## config.mk

```make
export PLATFORM = sky130hd
export DESIGN_NAME = dmem_arbiter_flat
export DESIGN_NICKNAME = d
export VERILOG_FILES = /design/src/rtl/dmem_defs.sv /design/src/rtl/dmem_arbiter_if.sv /design/src/rtl/dmem_starve_cnt.sv /design/src/rtl/dmem_arbiter.sv /design/src/flat_wrapper.sv
export SDC_FILE = /design/constraint.sdc
export NUM_CORES = 1
export LEC_CHECK = 0
export ABC_AREA = 0
export BUFFER_PORTS_ARGS = -buffer_cell sky130_fd_sc_hd__buf_2
export CAP_MARGIN = 40
export CORE_AREA = 2 2 96 98
export CTS_CLUSTER_SIZE = 24
export DETAILED_ROUTE_END_ITERATION = 10
export DIE_AREA = 0 0 98 100
export GPL_TIMING_DRIVEN = 0
export PLACE_DENSITY = 0.72
export SLEW_MARGIN = 15
export SYNTH_ARGS = -nofsm -noshare
export SYNTH_HDL_FRONTEND = slang
export SYNTH_SLANG_ARGS = --single-unit
```

## constraint.sdc

```tcl
create_clock -name clk -period 3.65 [get_ports clk]
set_input_delay 0.5475 -clock clk [delete_from_list [all_inputs] [get_ports clk]]
set_output_delay 0.5475 -clock clk [all_outputs]
set_load 0.005 [all_outputs]
```

## src/rtl/dmem_defs.sv

```systemverilog
// Shared definitions for the data memory arbiter:
// FSM encodings, default widths and the wait-counter width helper.
package dmem_defs;

  localparam int DATA_WIDTH = 32;
  localparam int ADDR_WIDTH = 8;

  typedef enum logic [1:0] {
    IDLE      = 2'd0,
    HOST_DATA = 2'd1,
    HOST_ACK  = 2'd2
  } state_e;

  function automatic int cnt_width(int max_wait);
    return (max_wait < 1) ? 1 : $clog2(max_wait + 1);
  endfunction

endpackage

```

## src/rtl/dmem_arbiter_if.sv

```systemverilog
// Pipeline, host and memory-side signals of the data memory arbiter.
// slave = arbiter side, master = the surrounding pipeline/host/memory.
interface dmem_arbiter_if #(
  parameter int DW = 32,
  parameter int AW = 8
);

  logic          pipe_mem_req;
  logic          pipe_wen;
  logic [DW-1:0] pipe_addr;
  logic [DW-1:0] pipe_wdata;
  logic [DW-1:0] pipe_rdata;
  logic          pipe_stall;
  logic          host_req;
  logic          host_wen;
  logic [AW-1:0] host_addr;
  logic [DW-1:0] host_wdata;
  logic          host_ack;
  logic [DW-1:0] host_rdata;
  logic [AW-1:0] mem_addr;
  logic [DW-1:0] mem_din;
  logic          mem_wen;
  logic [DW-1:0] mem_dout;

  modport slave (
    input  pipe_mem_req, pipe_wen, pipe_addr, pipe_wdata,
    input  host_req, host_wen, host_addr, host_wdata,
    input  mem_dout,
    output pipe_rdata, pipe_stall, host_ack, host_rdata,
    output mem_addr, mem_din, mem_wen
  );

  modport master (
    output pipe_mem_req, pipe_wen, pipe_addr, pipe_wdata,
    output host_req, host_wen, host_addr, host_wdata,
    output mem_dout,
    input  pipe_rdata, pipe_stall, host_ack, host_rdata,
    input  mem_addr, mem_din, mem_wen
  );

endinterface

```

## src/rtl/dmem_starve_cnt.sv

```systemverilog
// Saturating count of IDLE cycles a host request has been denied.
module dmem_starve_cnt
  import dmem_defs::*;
#(
  parameter int MAX_WAIT = 4
) (
  input  logic clk,
  input  logic rst_n,
  input  logic inc,
  input  logic clr,
  output logic at_max
);

  localparam int W = cnt_width(MAX_WAIT);
  localparam logic [W-1:0] MAX = W'(MAX_WAIT);

  logic [W-1:0] cnt_q, cnt_d;

  assign at_max = (cnt_q == MAX);

  always_comb begin
    cnt_d = cnt_q;
    if (clr)
      cnt_d = '0;
    else if (inc && !at_max)
      cnt_d = cnt_q + W'(1);
  end

  always_ff @(posedge clk or negedge rst_n) begin
    if (!rst_n) cnt_q <= '0;
    else        cnt_q <= cnt_d;
  end

endmodule

```

## src/rtl/dmem_arbiter.sv

```systemverilog
// Shares the single-port data memory between the MEM stage and the
// host port; the pipeline wins until the host has waited MAX_WAIT cycles.
module dmem_arbiter
  import dmem_defs::*;
#(
  parameter int data_width = DATA_WIDTH,
  parameter int addr_width = ADDR_WIDTH,
  parameter int MAX_WAIT   = 4
) (
  input logic         clk,
  input logic         rst_n,
  dmem_arbiter_if.slave bus
);

  state_e                  state_q, state_d;
  logic                    ack_q, ack_d;
  logic [data_width-1:0]   rdata_q, rdata_d;
  logic                    hwen_q, hwen_d;
  logic                    at_max;
  logic                    grant;
  logic                    idle;
  logic [addr_width-1:0]   pipe_a;

  assign idle   = (state_q == IDLE);
  assign pipe_a = bus.pipe_addr[addr_width-1:0];

  // Gated by rst_n so nothing reaches the memory while held in reset.
  assign grant = rst_n & idle & bus.host_req &
                 (~bus.pipe_mem_req | at_max);

  dmem_starve_cnt #(
    .MAX_WAIT (MAX_WAIT)
  ) u_starve (
    .clk    (clk),
    .rst_n  (rst_n),
    .inc    (idle & bus.host_req & ~grant),
    .clr    (grant | (idle & ~bus.host_req)),
    .at_max (at_max)
  );

  always_comb begin
    bus.mem_addr   = pipe_a;
    bus.mem_din    = bus.pipe_wdata;
    bus.mem_wen    = rst_n & bus.pipe_mem_req & bus.pipe_wen;
    bus.pipe_stall = 1'b0;
    unique case (1'b1)
      grant: begin
        bus.mem_addr   = bus.host_addr;
        bus.mem_din    = bus.host_wdata;
        bus.mem_wen    = bus.host_wen;
        bus.pipe_stall = bus.pipe_mem_req;
      end
      default: ;
    endcase
  end

  assign bus.pipe_rdata = bus.mem_dout;
  assign bus.host_ack   = ack_q;
  assign bus.host_rdata = rdata_q;

  always_comb begin
    state_d = state_q;
    ack_d   = 1'b0;
    rdata_d = rdata_q;
    hwen_d  = hwen_q;
    unique case (state_q)
      IDLE: begin
        if (grant) begin
          state_d = HOST_DATA;
          hwen_d  = bus.host_wen;
        end
      end
      HOST_DATA: begin
        state_d = HOST_ACK;
        ack_d   = 1'b1;
        if (!hwen_q) rdata_d = bus.mem_dout;
      end
      HOST_ACK: state_d = IDLE;
      default:  state_d = IDLE;
    endcase
  end

  always_ff @(posedge clk or negedge rst_n) begin
    if (!rst_n) begin
      state_q <= IDLE;
      ack_q   <= 1'b0;
      rdata_q <= '0;
      hwen_q  <= 1'b0;
    end else begin
      state_q <= state_d;
      ack_q   <= ack_d;
      rdata_q <= rdata_d;
      hwen_q  <= hwen_d;
    end
  end

endmodule

```

## src/flat_wrapper.sv

```systemverilog
// flat-port wrapper written by rule: the top's interface ports become plain ports
module dmem_arbiter_flat import dmem_defs::*;
#(
  parameter int data_width = DATA_WIDTH,
  parameter int addr_width = ADDR_WIDTH,
  parameter int MAX_WAIT   = 4
)
  (clk, rst_n, bus_pipe_mem_req, bus_pipe_wen, bus_pipe_addr, bus_pipe_wdata, bus_host_req, bus_host_wen, bus_host_addr, bus_host_wdata, bus_mem_dout, bus_pipe_rdata, bus_pipe_stall, bus_host_ack, bus_host_rdata, bus_mem_addr, bus_mem_din, bus_mem_wen);
  dmem_arbiter_if #(.DW(32), .AW(8)) bus_i ();
  input logic clk;
  input logic rst_n;
  input wire logic [$bits(bus_i.pipe_mem_req)-1:0] bus_pipe_mem_req;
  input wire logic [$bits(bus_i.pipe_wen)-1:0] bus_pipe_wen;
  input wire logic [$bits(bus_i.pipe_addr)-1:0] bus_pipe_addr;
  input wire logic [$bits(bus_i.pipe_wdata)-1:0] bus_pipe_wdata;
  input wire logic [$bits(bus_i.host_req)-1:0] bus_host_req;
  input wire logic [$bits(bus_i.host_wen)-1:0] bus_host_wen;
  input wire logic [$bits(bus_i.host_addr)-1:0] bus_host_addr;
  input wire logic [$bits(bus_i.host_wdata)-1:0] bus_host_wdata;
  input wire logic [$bits(bus_i.mem_dout)-1:0] bus_mem_dout;
  output wire logic [$bits(bus_i.pipe_rdata)-1:0] bus_pipe_rdata;
  output wire logic [$bits(bus_i.pipe_stall)-1:0] bus_pipe_stall;
  output wire logic [$bits(bus_i.host_ack)-1:0] bus_host_ack;
  output wire logic [$bits(bus_i.host_rdata)-1:0] bus_host_rdata;
  output wire logic [$bits(bus_i.mem_addr)-1:0] bus_mem_addr;
  output wire logic [$bits(bus_i.mem_din)-1:0] bus_mem_din;
  output wire logic [$bits(bus_i.mem_wen)-1:0] bus_mem_wen;
  assign bus_i.pipe_mem_req = bus_pipe_mem_req;
  assign bus_i.pipe_wen = bus_pipe_wen;
  assign bus_i.pipe_addr = bus_pipe_addr;
  assign bus_i.pipe_wdata = bus_pipe_wdata;
  assign bus_i.host_req = bus_host_req;
  assign bus_i.host_wen = bus_host_wen;
  assign bus_i.host_addr = bus_host_addr;
  assign bus_i.host_wdata = bus_host_wdata;
  assign bus_i.mem_dout = bus_mem_dout;
  assign bus_pipe_rdata = bus_i.pipe_rdata;
  assign bus_pipe_stall = bus_i.pipe_stall;
  assign bus_host_ack = bus_i.host_ack;
  assign bus_host_rdata = bus_i.host_rdata;
  assign bus_mem_addr = bus_i.mem_addr;
  assign bus_mem_din = bus_i.mem_din;
  assign bus_mem_wen = bus_i.mem_wen;
  dmem_arbiter #(.data_width(data_width), .addr_width(addr_width), .MAX_WAIT(MAX_WAIT)) u_core (.clk(clk), .rst_n(rst_n), .bus(bus_i));
endmodule
```

==> metrics.yaml <==
run_status:
  status: "completed"
global_routing:
  antenna_found_initial: 0
  grt_util_met3_pct: 2.44
  grt_pass1_wl_um: 9800
  grt_use_total_pct: 12.2
  gr-usage-met1_pct: 15.0
  busiest_layer: "met2"
  met2_usage_pct: 21.3
  grt_overflow: 0
  grt_max_degree: 23
  grt_pass1_vias: 2124
timing:
  period_needed_ns: 2.65
  fin_skew_ns: 0.00654
  drv_slew: 0
  rsz0062_at_grt: "no"
  worst_slew_pin_slew_ns: 0.754
  setup_ws_ns: 1.00
  tns_ns: 0
  slew_headroom_pct: 48.5
  hold_slack_ns: 0.229
  setup_violations: 0
  fin_crit_sh_pct: 72.5
  max_freq_mhz: 378
  finalHoldViolCount: 0
cells_and_area:
  drive_gt1_share_pct: 83.6
  layout_commonest_cell: "buf_2"
  fin_cells: 526
  antenna_cells: 0
  layout_common_cells: "buf_2, dfrtp_1, mux2_4, mux2_2, buf_4"
  final_nets: 558
  area_growth_pct: 55.2
hold_path:
  hp-class: "in -> async"
setup_path:
  rr_worst_depth: 5
  r2r-end: "u_core.u_starve.cnt_q[0]$_DFFE_PN0P_"
  slowest_delay_ns: 0.36
  cp-start-kind: "flop"
  required_ns: 3.10
  cp_top_family: "buffers and inverters"
  cp.arrival_ns: 2.10
  crit_buf_inv: 3
  reg2reg_from: "u_core.u_starve.cnt_q[0]$_DFFE_PN0P_"
  r2r_slack_ns: 1.87
  cp_cell_sequence: "inv_1, ha_1, a21boi_0, nand3b_4, buf_6, mux2_4, buf_2"
  cp-startpoint: "u_core.u_starve.cnt_q[0]$_DFFE_PN0P_"
  worstSetupEndpoint: "bus_mem_din[3]"
  worst-setup-path-type: "reg -> out"
  cpMaxStageDelayCell: "dfrtp_1"
  path_max_fanout: 10
  endpoint_kind: "primary output"
  cp.depth: 7
power_and_ir_drop:
  power.leakage_nw: 2.22
  totalPowerFinal_mw: 1.53
  vdd_ir_drop_max_mv: 0.179
  intPower_mw: 1.10
  p_sw_uw: 432
  pwr-share-seq_pct: 42.9
  pwr-share-comb_pct: 38.6
  p_per_area_mw_per_mm2: 396
  switching_share_pct: 28.2
  power_frac_clock_pct: 18.5
route:
  first_pass_iters: 4
  drc: 0
  drtIter0Drc: 19
  ant_nets: 0
  via_per_inst: 4.19
  vias: 2202
  drt-total-wl_um: 6580
  avgRoutedWirePerCell_um: 12.5
floorplan:
  rows: 35
  core_area_mm2: 0.00889
  chipHeight_um: 100
  start_util_pct: 28.0
  dieArea_mm2: 0.00980
  die_x_um: 98
  io_pins: 249
logic_synthesis:
  ys_ff_latch: 39
  synth_fp_nets: 326
  postSynthCellCount: 182
  synth_cell_types: 24
  ys_warn_count: 0
  ys_top_cells_by_area: "dfrtp_1, mux2_4, mux2_2"
  syn-cell-area_mm2: 0.00248
  synth_adder_area_share_pct: 1.01
  synthSimpleGateAreaFrac_pct: 4.43
  syn_avg_cell_area_um2: 13.7
  yosysTopAreaCellShare_pct: 39.3
  synth_compound_gate_area_share_pct: 1.96
  synth_top_area_cell: "dfrtp_1"
  synth_top_family_by_area: "multiplexers"
  synth_xor_area_share_pct: 0
  synth.area.mux_share_pct: 39.3
  ys_seq_area_share_pct: 39.3
clock_tree:
  clock-sinks: 39
  clock_latency_ns: 0.28
  cts-root-buf: "clkbuf_8"
  cts_tree: "built"
  clockBufferDepth: 2
  post_cts_resized: 0
  numCtsBuffers: 5
  post_cts_buffers: 0
  clk_pin_slew_worst_paths_ns: 0.08
  cts_max_level: 2
  cts_hold_buf: 0
placed_design:
  dp_hpwl_um: 5620
  place.port_buffers: 224
  globalplace.congestion: 0.745
  dp.cells: 518
  pre_cts_ws_ns: 1.01
flow_run:
  cap_violations: 0
-- worst reg2reg max path: stages (launching register included) --
cell       delay, ns
dfrtp_1         0.39
inv_1           0.09
ha_1            0.21
a21boi_0        0.12
a2111oi_0       0.72
a21oi_1         0.09
-- power groups by stage --
stage / Sequential [mW] / Clock [mW] / Combinational (mW)
global route: 0.682 / 0.313 / 0.644
finish: 0.656 / 0.282 / 0.591
global placement: 0.660 / 0 / 0.585
CTS: 0.658 / 0.299 / 0.604
detailed placement: 0.667 / 0 / 0.603
floorplan: 0.684 / 0 / 0.265
-- kinds of logic (layout without fill, tap and decap cells) --
| group | after synthesis | count (layout) |
|---|---|---|
| and+or+nand+nor | 14 | 14 |
| muxes | 74 | 74 |
| buffers and inverters | 45 | 278 |
| AOI/OAI and AO/OA | 8 | 8 |
| adders and majority gates | 2 | 2 |
| DFF | 39 | 39 |
-- metrics by stage --
stage	util, %	instance area (um^2)
2_1_floorplan	-	2480
3_3_place_gp	42.1	3740
3_5_place_dp	42.4	3770
4_1_cts	43.4	3860
5_1_grt	43.4	3860
6_report	43.4	3860
-- worst min-delay path by stage --
stage | start | end | slack [ns]
2_1_floorplan | rst_n | u_core.bus.host_ack$_DFF_PN0_ | 0.25
3_3_place_gp | u_core.bus.host_rdata[5]$_DFFE_PN0P_ | u_core.bus.host_rdata[5]$_DFFE_PN0P_ | 0.47
3_5_place_dp | u_core.bus.host_rdata[5]$_DFFE_PN0P_ | u_core.bus.host_rdata[5]$_DFFE_PN0P_ | 0.48
4_1_cts | rst_n | u_core.bus.host_rdata[27]$_DFFE_PN0P_ | 0.24
5_1_grt | rst_n | u_core.bus.host_rdata[7]$_DFFE_PN0P_ | 0.27
6_report | rst_n | u_core.bus.host_rdata[1]$_DFFE_PN0P_ | 0.23
-- per-layer routing --
| layer | up-vias | wire length (um) | part of all wire [%] |
|---|---|---|---|
| li1 | 1069 | - | - |
| met1 | 1041 | 2550 | 39 |
| met2 | 90 | 3520 | 54 |
| met3 | 2 | 469 | 7.1 |
| met4 | 0 | 33 | 0.50 |
| met5 | - | 0 | 0 |
-- cell type report --
| class | instances | area [um^2] |
|---|---|---|
| fillers | 880 | 5030 |
| well taps | 111 | 139 |
| flip-flops and latches | 39 | 976 |
| plain buffers | 40 | 330 |
| multi-input cells | 98 | 1160 |
| inverters | 5 | 18.8 |
| clock inverters | 2 | 12.5 |
| repair buffers | 225 | 1150 |
| clock buffers | 6 | 72.6 |
-- sequential cells by signal (all words and copies together), names as in the netlist --
name and cells:
u_core.bus.host_rdata 32, u_core.u_starve.cnt_q 3, u_core.state_q 2, u_core.bus.host_ack 1, u_core.hwen_q 1
-- synthesized netlist by cell type --
cell type,n
or3_1,1
nor3b_4,1
buf_4,32
inv_1,5
nand3_1,2
mux2_4,38
and3_1,1
o21ai_0,2
mux2_2,35
a21oi_1,3
mux2_1,1
o31ai_1,1
nor2_1,1
buf_6,8
nand3b_4,1
nor2b_1,3
nand2_1,1
ha_1,2
and2_1,1
and2b_1,1
dfrtp_1,39
a21boi_0,1
a2111oi_0,1
or3b_1,1
Note: power is estimated with default switching activity, not from simulation.
